===== config.mk =====
export PLATFORM = sky130hd
export DESIGN_NAME = stopwatch_ctrl
export DESIGN_NICKNAME = d
export VERILOG_FILES = /design/src/rtl/stopwatch_ctrl.sv
export SDC_FILE = /design/constraint.sdc
export NUM_CORES = 1
export LEC_CHECK = 0
export ABC_AREA = 1
export BUFFER_PORTS_ARGS = -buffer_cell sky130_fd_sc_hd__buf_2
export CELL_PAD_IN_SITES_DETAIL_PLACEMENT = 1
export CELL_PAD_IN_SITES_GLOBAL_PLACEMENT = 1
export CORE_ASPECT_RATIO = 1.2
export CORE_MARGIN = 1
export CORE_UTILIZATION = 35
export DETAILED_ROUTE_END_ITERATION = 12
export PLACE_DENSITY = 0.74
export SYNTH_ARGS = -nofsm -noshare
export SYNTH_HDL_FRONTEND = slang
export SYNTH_SLANG_ARGS = --single-unit

===== constraint.sdc =====
create_clock -name clk -period 1.8 [get_ports clk]
set_input_delay 0.09 -clock clk [delete_from_list [all_inputs] [get_ports clk]]
set_output_delay 0.09 -clock clk [all_outputs]
set_load 0.1 [all_outputs]

===== src/rtl/stopwatch_ctrl.sv =====
// Stopwatch run/pause/clear sequencer.
// Turns start/stop/reset button levels into single-cycle events and runs the
// IDLE/RUNNING/PAUSED FSM. It also prescales clk into a one-cycle tick per CLK_DIV
// cycles spent running, and issues a one-cycle clear pulse for the time counters.
// Optional feature: define STOPWATCH_LAP_EN to let a start event in RUNNING toggle lap_hold.
`timescale 1ns/1ps
module stopwatch_ctrl #(
  parameter int unsigned CLK_DIV = 50_000_000
) (
  input  logic       clk,
  input  logic       rst_n,
  input  logic       start_btn,
  input  logic       stop_btn,
  input  logic       reset_btn,
  output logic [1:0] state,
  output logic       tick,
  output logic       clear,
  output logic       lap_hold
);

  localparam int unsigned PRESC_W = $clog2(CLK_DIV);
  localparam logic [PRESC_W-1:0] PRESC_MAX = PRESC_W'(CLK_DIV - 1);

  typedef enum logic [1:0] {
    StIdle    = 2'b00,
    StRunning = 2'b01,
    StPaused  = 2'b10
  } state_e;

  state_e               state_q, state_d;
  logic [PRESC_W-1:0]   presc_q, presc_d;
  logic                 tick_q, tick_d;
  logic                 clear_q, clear_d;
  logic                 start_q, stop_q, reset_q;
  logic                 ev_start, ev_stop, ev_reset;
  logic                 win_start, win_stop, win_reset;

  // Rising-edge detection; a button already high at reset release fires on the first edge.
  assign ev_start = start_btn & ~start_q;
  assign ev_stop  = stop_btn  & ~stop_q;
  assign ev_reset = reset_btn & ~reset_q;

  // Only the highest-priority event of a cycle is acted on: reset > stop > start.
  assign win_reset = ev_reset;
  assign win_stop  = ev_stop & ~ev_reset;
  assign win_start = ev_start & ~ev_stop & ~ev_reset;

  // Button history registers.
  always_ff @(posedge clk or negedge rst_n) begin
    if (!rst_n) begin
      start_q <= 1'b0;
      stop_q  <= 1'b0;
      reset_q <= 1'b0;
    end else begin
      start_q <= start_btn;
      stop_q  <= stop_btn;
      reset_q <= reset_btn;
    end
  end

  // FSM, prescaler and registered output pulses.
  always_ff @(posedge clk or negedge rst_n) begin
    if (!rst_n) begin
      state_q <= StIdle;
      presc_q <= '0;
      tick_q  <= 1'b0;
      clear_q <= 1'b0;
    end else begin
      state_q <= state_d;
      presc_q <= presc_d;
      tick_q  <= tick_d;
      clear_q <= clear_d;
    end
  end

  // Next-state, prescaler and pulse decode; the prescaler follows the current state so a
  // stop coinciding with a wrap still wraps to 0 before holding.
  always_comb begin
    state_d = state_q;
    presc_d = presc_q;
    tick_d  = 1'b0;
    clear_d = 1'b0;
    case (state_q)
      StIdle: begin
        presc_d = '0;
        if (win_start) state_d = StRunning;
      end
      StRunning: begin
        presc_d = (presc_q == PRESC_MAX) ? '0 : presc_q + PRESC_W'(1);
        tick_d  = (presc_q == PRESC_MAX) & ~win_stop;
        if (win_stop) state_d = StPaused;
      end
      StPaused: begin
        if (win_start) state_d = StRunning;
      end
      default: begin
        state_d = StIdle;
        presc_d = '0;
        clear_d = 1'b1;
      end
    endcase
    if (win_reset) begin
      state_d = StIdle;
      presc_d = '0;
      tick_d  = 1'b0;
      clear_d = 1'b1;
    end
  end

`ifdef STOPWATCH_LAP_EN
  logic lap_q, lap_d;

  // Lap toggles only while staying in RUNNING; anything else forces it low.
  always_comb begin
    lap_d = 1'b0;
    if (state_q == StRunning && state_d == StRunning) lap_d = lap_q ^ win_start;
  end

  // Lap freeze register.
  always_ff @(posedge clk or negedge rst_n) begin
    if (!rst_n) lap_q <= 1'b0;
    else        lap_q <= lap_d;
  end

  assign lap_hold = lap_q;
`else
  assign lap_hold = 1'b0;
`endif

  assign state = state_q;
  assign tick  = tick_q;
  assign clear = clear_q;

endmodule


======== Word-level counts from Yosys, hierarchy flattened ========
Cells that the tools add are included.
cells by class
  $add $sub $neg .......................... 1
  equality and inequality tests ........... 6
  mux-type cells .......................... 11
  bitwise gates (word level) .............. 13
  reductions and logical operators ........ 4
operators by type and width
  cell                     number
  $mux W26                 2
  $pmux W26 S2             1
  $add A26 B1 Y26 const B  1
  $eq A26 B26 Y1 const B   1
  $and A1 B1 Y1            7
  $mux W2                  3
  $not A1 Y1               6
  $mux W1                  4
  $pmux W2 S2              1
  $ne A3 B1 Y1 const B     1
  $ne A3 B3 Y1 const B     1
  $reduce_or A3 Y1         1
  $eq A2 B1 Y1 const B     1
  $eq A2 B2 Y1 const B     1
  $logic_not A2 Y1         1
  $ne A2 B2 Y1 const B     1
  $reduce_and A2 Y1        1
  $reduce_or A2 Y1         1
storage, ports and cells
  register bits after elaboration ......... 33
  input bits .............................. 5
  output and inout bits ................... 5

======== Logic depth before layout (Yosys ltp) ========
  depth in word-level cells ............... 8
  mapped depth ............................ 11

======== Least setup slack after synthesis ========
OpenSTA, ideal clock, no wires.
  path kind ............................... flip-flop to flip-flop
  from .................................... reg state_q[1] (netlist: state[1])
  to ...................................... reg presc_q[25]
  library setup time ...................... 0.115 ns
  arrival time ............................ 1.819 ns
  required time ........................... 1.685 ns
  path slack .............................. -0.134 ns
  stages on the path, launching flop included .. 9
  cell sequence ........................... dfrtp_1 > inv_1 > nor2_1 > nand2_2 > clkbuf_1 > nand3_1 > nand2_1 > nand2_1 > nor2_1
on the way
  cells in the longest elaborated chain, start to end .. 3
  elaborated cells between the ends (all ways) .. 5
  those cells by class .................... eq/ne (3); mux (2)
RTL lines
  item                                          line  source
  from (decl)                                   30    state_e state_q, state_d;
  from (signal assigned)                        64    state_q <= StIdle;
  from (signal assigned)                        69    state_q <= state_d;
  $eq A2 B2 Y1 or $eq A2 B1 Y1 (tied branches)  83    case (state_q)
  $pmux W26 S2                                  83
  $mux W26                                      102   if (win_reset) begin
  to (signal assigned)                          70    presc_q <= presc_d;
  to (decl)                                     31    logic [PRESC_W-1:0] presc_q, presc_d;
Several ways; a longest one is shown, not always the timed one.
A chain may end at the register's enable or synchronous reset.

======== Worst setup path in the final report ========
  from .................................... reg presc_q[1]
  to ...................................... reg presc_q[14]
on the way
  cells in the longest elaborated chain, start to end .. 4
  elaborated cells between the ends (all ways) .. 5
  those cells by class .................... add/sub (1); eq/ne (1); mux (3)
RTL lines
  item                                               line  source
  $add A26 B1 Y26 or $eq A26 B26 Y1 (tied branches)  89    presc_d = (presc_q == PRESC_MAX) ? '0 : presc_q + PRESC_W'(1);
  $mux W26 (*)                                       89
  $pmux W26 S2 (*)                                   83
  $mux W26 (*)                                       102
Mark *: on every way between the ends. The rest lies on a longest branch, timed or not.

==> out/metrics.yaml <==
clocking:
  cts-root-buf: "clkbuf_8"
  insertion_delay_ns: 0.29
  cts_max_path_buffers: 2
  clkTransAtPathRegs_ns: 0.08
  numCtsBuffers: 5
  cts_max_level: 2
  cts_sinks: 33
  cts_tree: "done"
route:
  ant_nets: 0
  viasPerCell: 5.07
  met1Wirelength_mm: 2.16
  drt-initial-drc-count: 61
  avgRoutedWirePerCell_um: 14.8
  first_pass_iters: 4
  dr_wl_met2_mm: 2.82
  drc_errors: 0
  vias: 1800
  top_layer: "met4"
  met3WireLength_um: 124
  wl_mm: 5.26
global_routing:
  gr-usage-all-layers: 0.196
  grt-ovfl-total: 0
  grt_pass1_wl_mm: 9.16
  grt_max_degree: 34
  grt_pass1_vias: 2002
  antenna_found_initial: 0
timing:
  fmax_mhz: 601
  skew_ns: 0.00634
  period_share: 0.924
  slew_headroom: 0.484
  min_period_ns: 1.66
  final_max_slew_viol_count: 0
  setup_violations: 0
  hold_violations: 0
  worst_pin_slew_ns: 0.774
run:
  maxCapViolCount: 0
yosys:
  async_reset_ff_frac: 1.00
  synth.distinct_cells: 28
  synth_top_area_share: 0.420
  synth_fp_nets: 278
  synth_flop_cell: "dfrtp_1"
  yosysSeqAreaShare: 0.420
  yosysMostFrequentCell: "nand2_1"
  ys_seq_elements: 33
  yosys.area.top_type: "dfrtp_1"
  synth_cells: 272
  synth.area.top_cells: "dfrtp_1, nand2_1, nor2_1, inv_1, nand4_1"
  synth_commonest_cells: "nand2_1, nor2_1, dfrtp_1"
  netlist_area_um2: 1970
  yosysWarnings: 0
  synth_edf_count: 0
  syn_avg_cell_area_um2: 7.23
layout:
  syn2layout_area_growth_pct: 14.3
  multi_input_area_um2: 977
  fillCellCount: 690
  seq_area_um2: 828
  drive_gt1_frac: 0.140
  diodes: 0
  fin_nets: 298
  postLayoutCellArea_um2: 2250
  final_cells: 355
floorplan:
  start_util: 0.369
  fp.dieArea_um2: 5920
  die-height_um: 84.1
  io_pins: 10
  rows: 29
  die_w_um: 70.4
  fp.coreArea_um2: 5330
power:
  seq_power_share: 0.356
  p_clk_frac: 0.304
  p_int_mw: 1.39
  netSwitchingPower_uw: 986
  swShare: 0.415
  vdd_drop_max_v: 0.00115
  powerDensity_nw_per_um2: 1060
  power_leakage_nw: 0.980
  combPwrFrac: 0.341
setup_path:
  cp_max_fo: 15
  worstPathRequired_ns: 1.98
  start_kind: "register"
  cp.arrival_ns: 1.84
  path_class: "reg2reg"
  cp-end-kind: "register"
place:
  io_buffers: 8
  placed_cell_area_um2: 2090
  dpl.cell_count: 343
  dp_hpwl_mm: 4.02
  gp_congestion: 0.815
hold_path:
  worstHoldPathType: "in2async"
status:
  status: "finished clean"
layout by cell type (no fill, tap or decap), types with 2 or more instances in the layout:
cell type	Yosys	layout
nand3b_1	2	2
nand4_1	13	13
buf_4	1	5
dlygate4sd3_1	0	4
nand3_1	15	15
nand2_1	78	77
nor2_4	3	3
inv_1	32	32
clkbuf_8	0	5
nor2_1	50	50
nand2_2	4	5
o21bai_1	2	2
dfrtp_2	0	2
a21oi_1	2	2
nor2_2	7	7
o21ai_0	7	7
xnor2_1	3	3
buf_2	1	8
xor2_1	8	8
dfrtp_1	33	31
flip-flops by register name (all words and copies together), names as in the netlist:
name     cells
reset_q      1
stop_q       1
clear        1
start_q      1
state        2
tick         1
presc_q     26
logic make-up (layout without fill, tap and decap cells):
logic type,after synthesis,in the layout,synth area share
AO/OA/AOI/OAI,13,13,0.0376
XOR/XNOR,11,11,0.0490
adder cells (fa/ha/maj),1,1,0.00636
buffers and inverters,37,58,0.0840
flip-flops,33,33,0.420
other,1,1,0.00191
AND/OR/NAND/NOR,176,176,0.401
worst paths after layout:
check / from / to / slack (ns) / cells after the start
max in group asynchronous: rst_n / state[0] / 0.85 / 2
min in group clk: start_btn / start_q / 0.47 / 2
min reg2reg: presc_q[1] / presc_q[1] / 0.53 / 2
max: presc_q[1] / presc_q[14] / 0.14 / 10
max reg2reg: presc_q[1] / presc_q[14] / 0.14 / 10
min: rst_n / presc_q[24] / 0.42 / 2
repair_timing:
action	CTS	global route
endpoints found under the hold margin	36	0
setup endpoints to repair	0	8
resized for setup	0	3
setup buffers	0	0
hold buffers	4	0
final cells by class:
| type | instances | area share |
|---|---|---|
| multi-input combinational | 202 | 0.435 |
| sequential | 33 | 0.369 |
| inverter | 33 | 0.0585 |
| timing repair buffer | 17 | 0.0523 |
| tap | 62 | 0.0345 |
| clock buffer | 5 | 0.0306 |
| clock inverter | 3 | 0.0206 |
power by group through the flow:
stage               Clock [mW]  Combinational [mW]  Sequential, mW
floorplan                    0               0.411            1.08
global route             0.764               0.889           0.853
global placement             0               0.798           0.856
CTS                      0.740               0.809           0.845
finish                   0.721               0.809           0.844
detailed placement           0               0.800           0.860
stage by stage:
stage | TNS, ns | power, mW | utilization | hold WS (ns) | setup WS, ns
floorplan | 0 | 1.49 | - | -0.206 | 0.163
global placement | 0 | 1.65 | 0.391 | 0.212 | 0.116
CTS | 0 | 2.39 | 0.420 | 0.450 | 0.0247
detailed placement | 0 | 1.66 | 0.391 | 0.219 | 0.0408
global route | -0.00199 | 2.51 | 0.421 | 0.471 | -0.00199
finish | 0 | 2.37 | 0.421 | 0.417 | 0.137
per-layer routing:
metal / global-route usage / vias to the layer above
met1: 0.221 / 870
li1: - / 888
met2: 0.358 / 26
met5: 0 / -
met3: 0.0278 / 16
met4: 0.0873 / 0
worst max-delay path: stages, from the launching register on:
cell	delay (ns)
dfrtp_1	0.38
ha_1	0.20
inv_1	0.08
nor2_4	0.15
nand3_2	0.12
nor2_2	0.14
nand2_1	0.07
nand2_2	0.13
nand2_4	0.10
inv_8	0.13
nor2_1	0.06
Note: power is estimated with default switching activity, not from simulation.
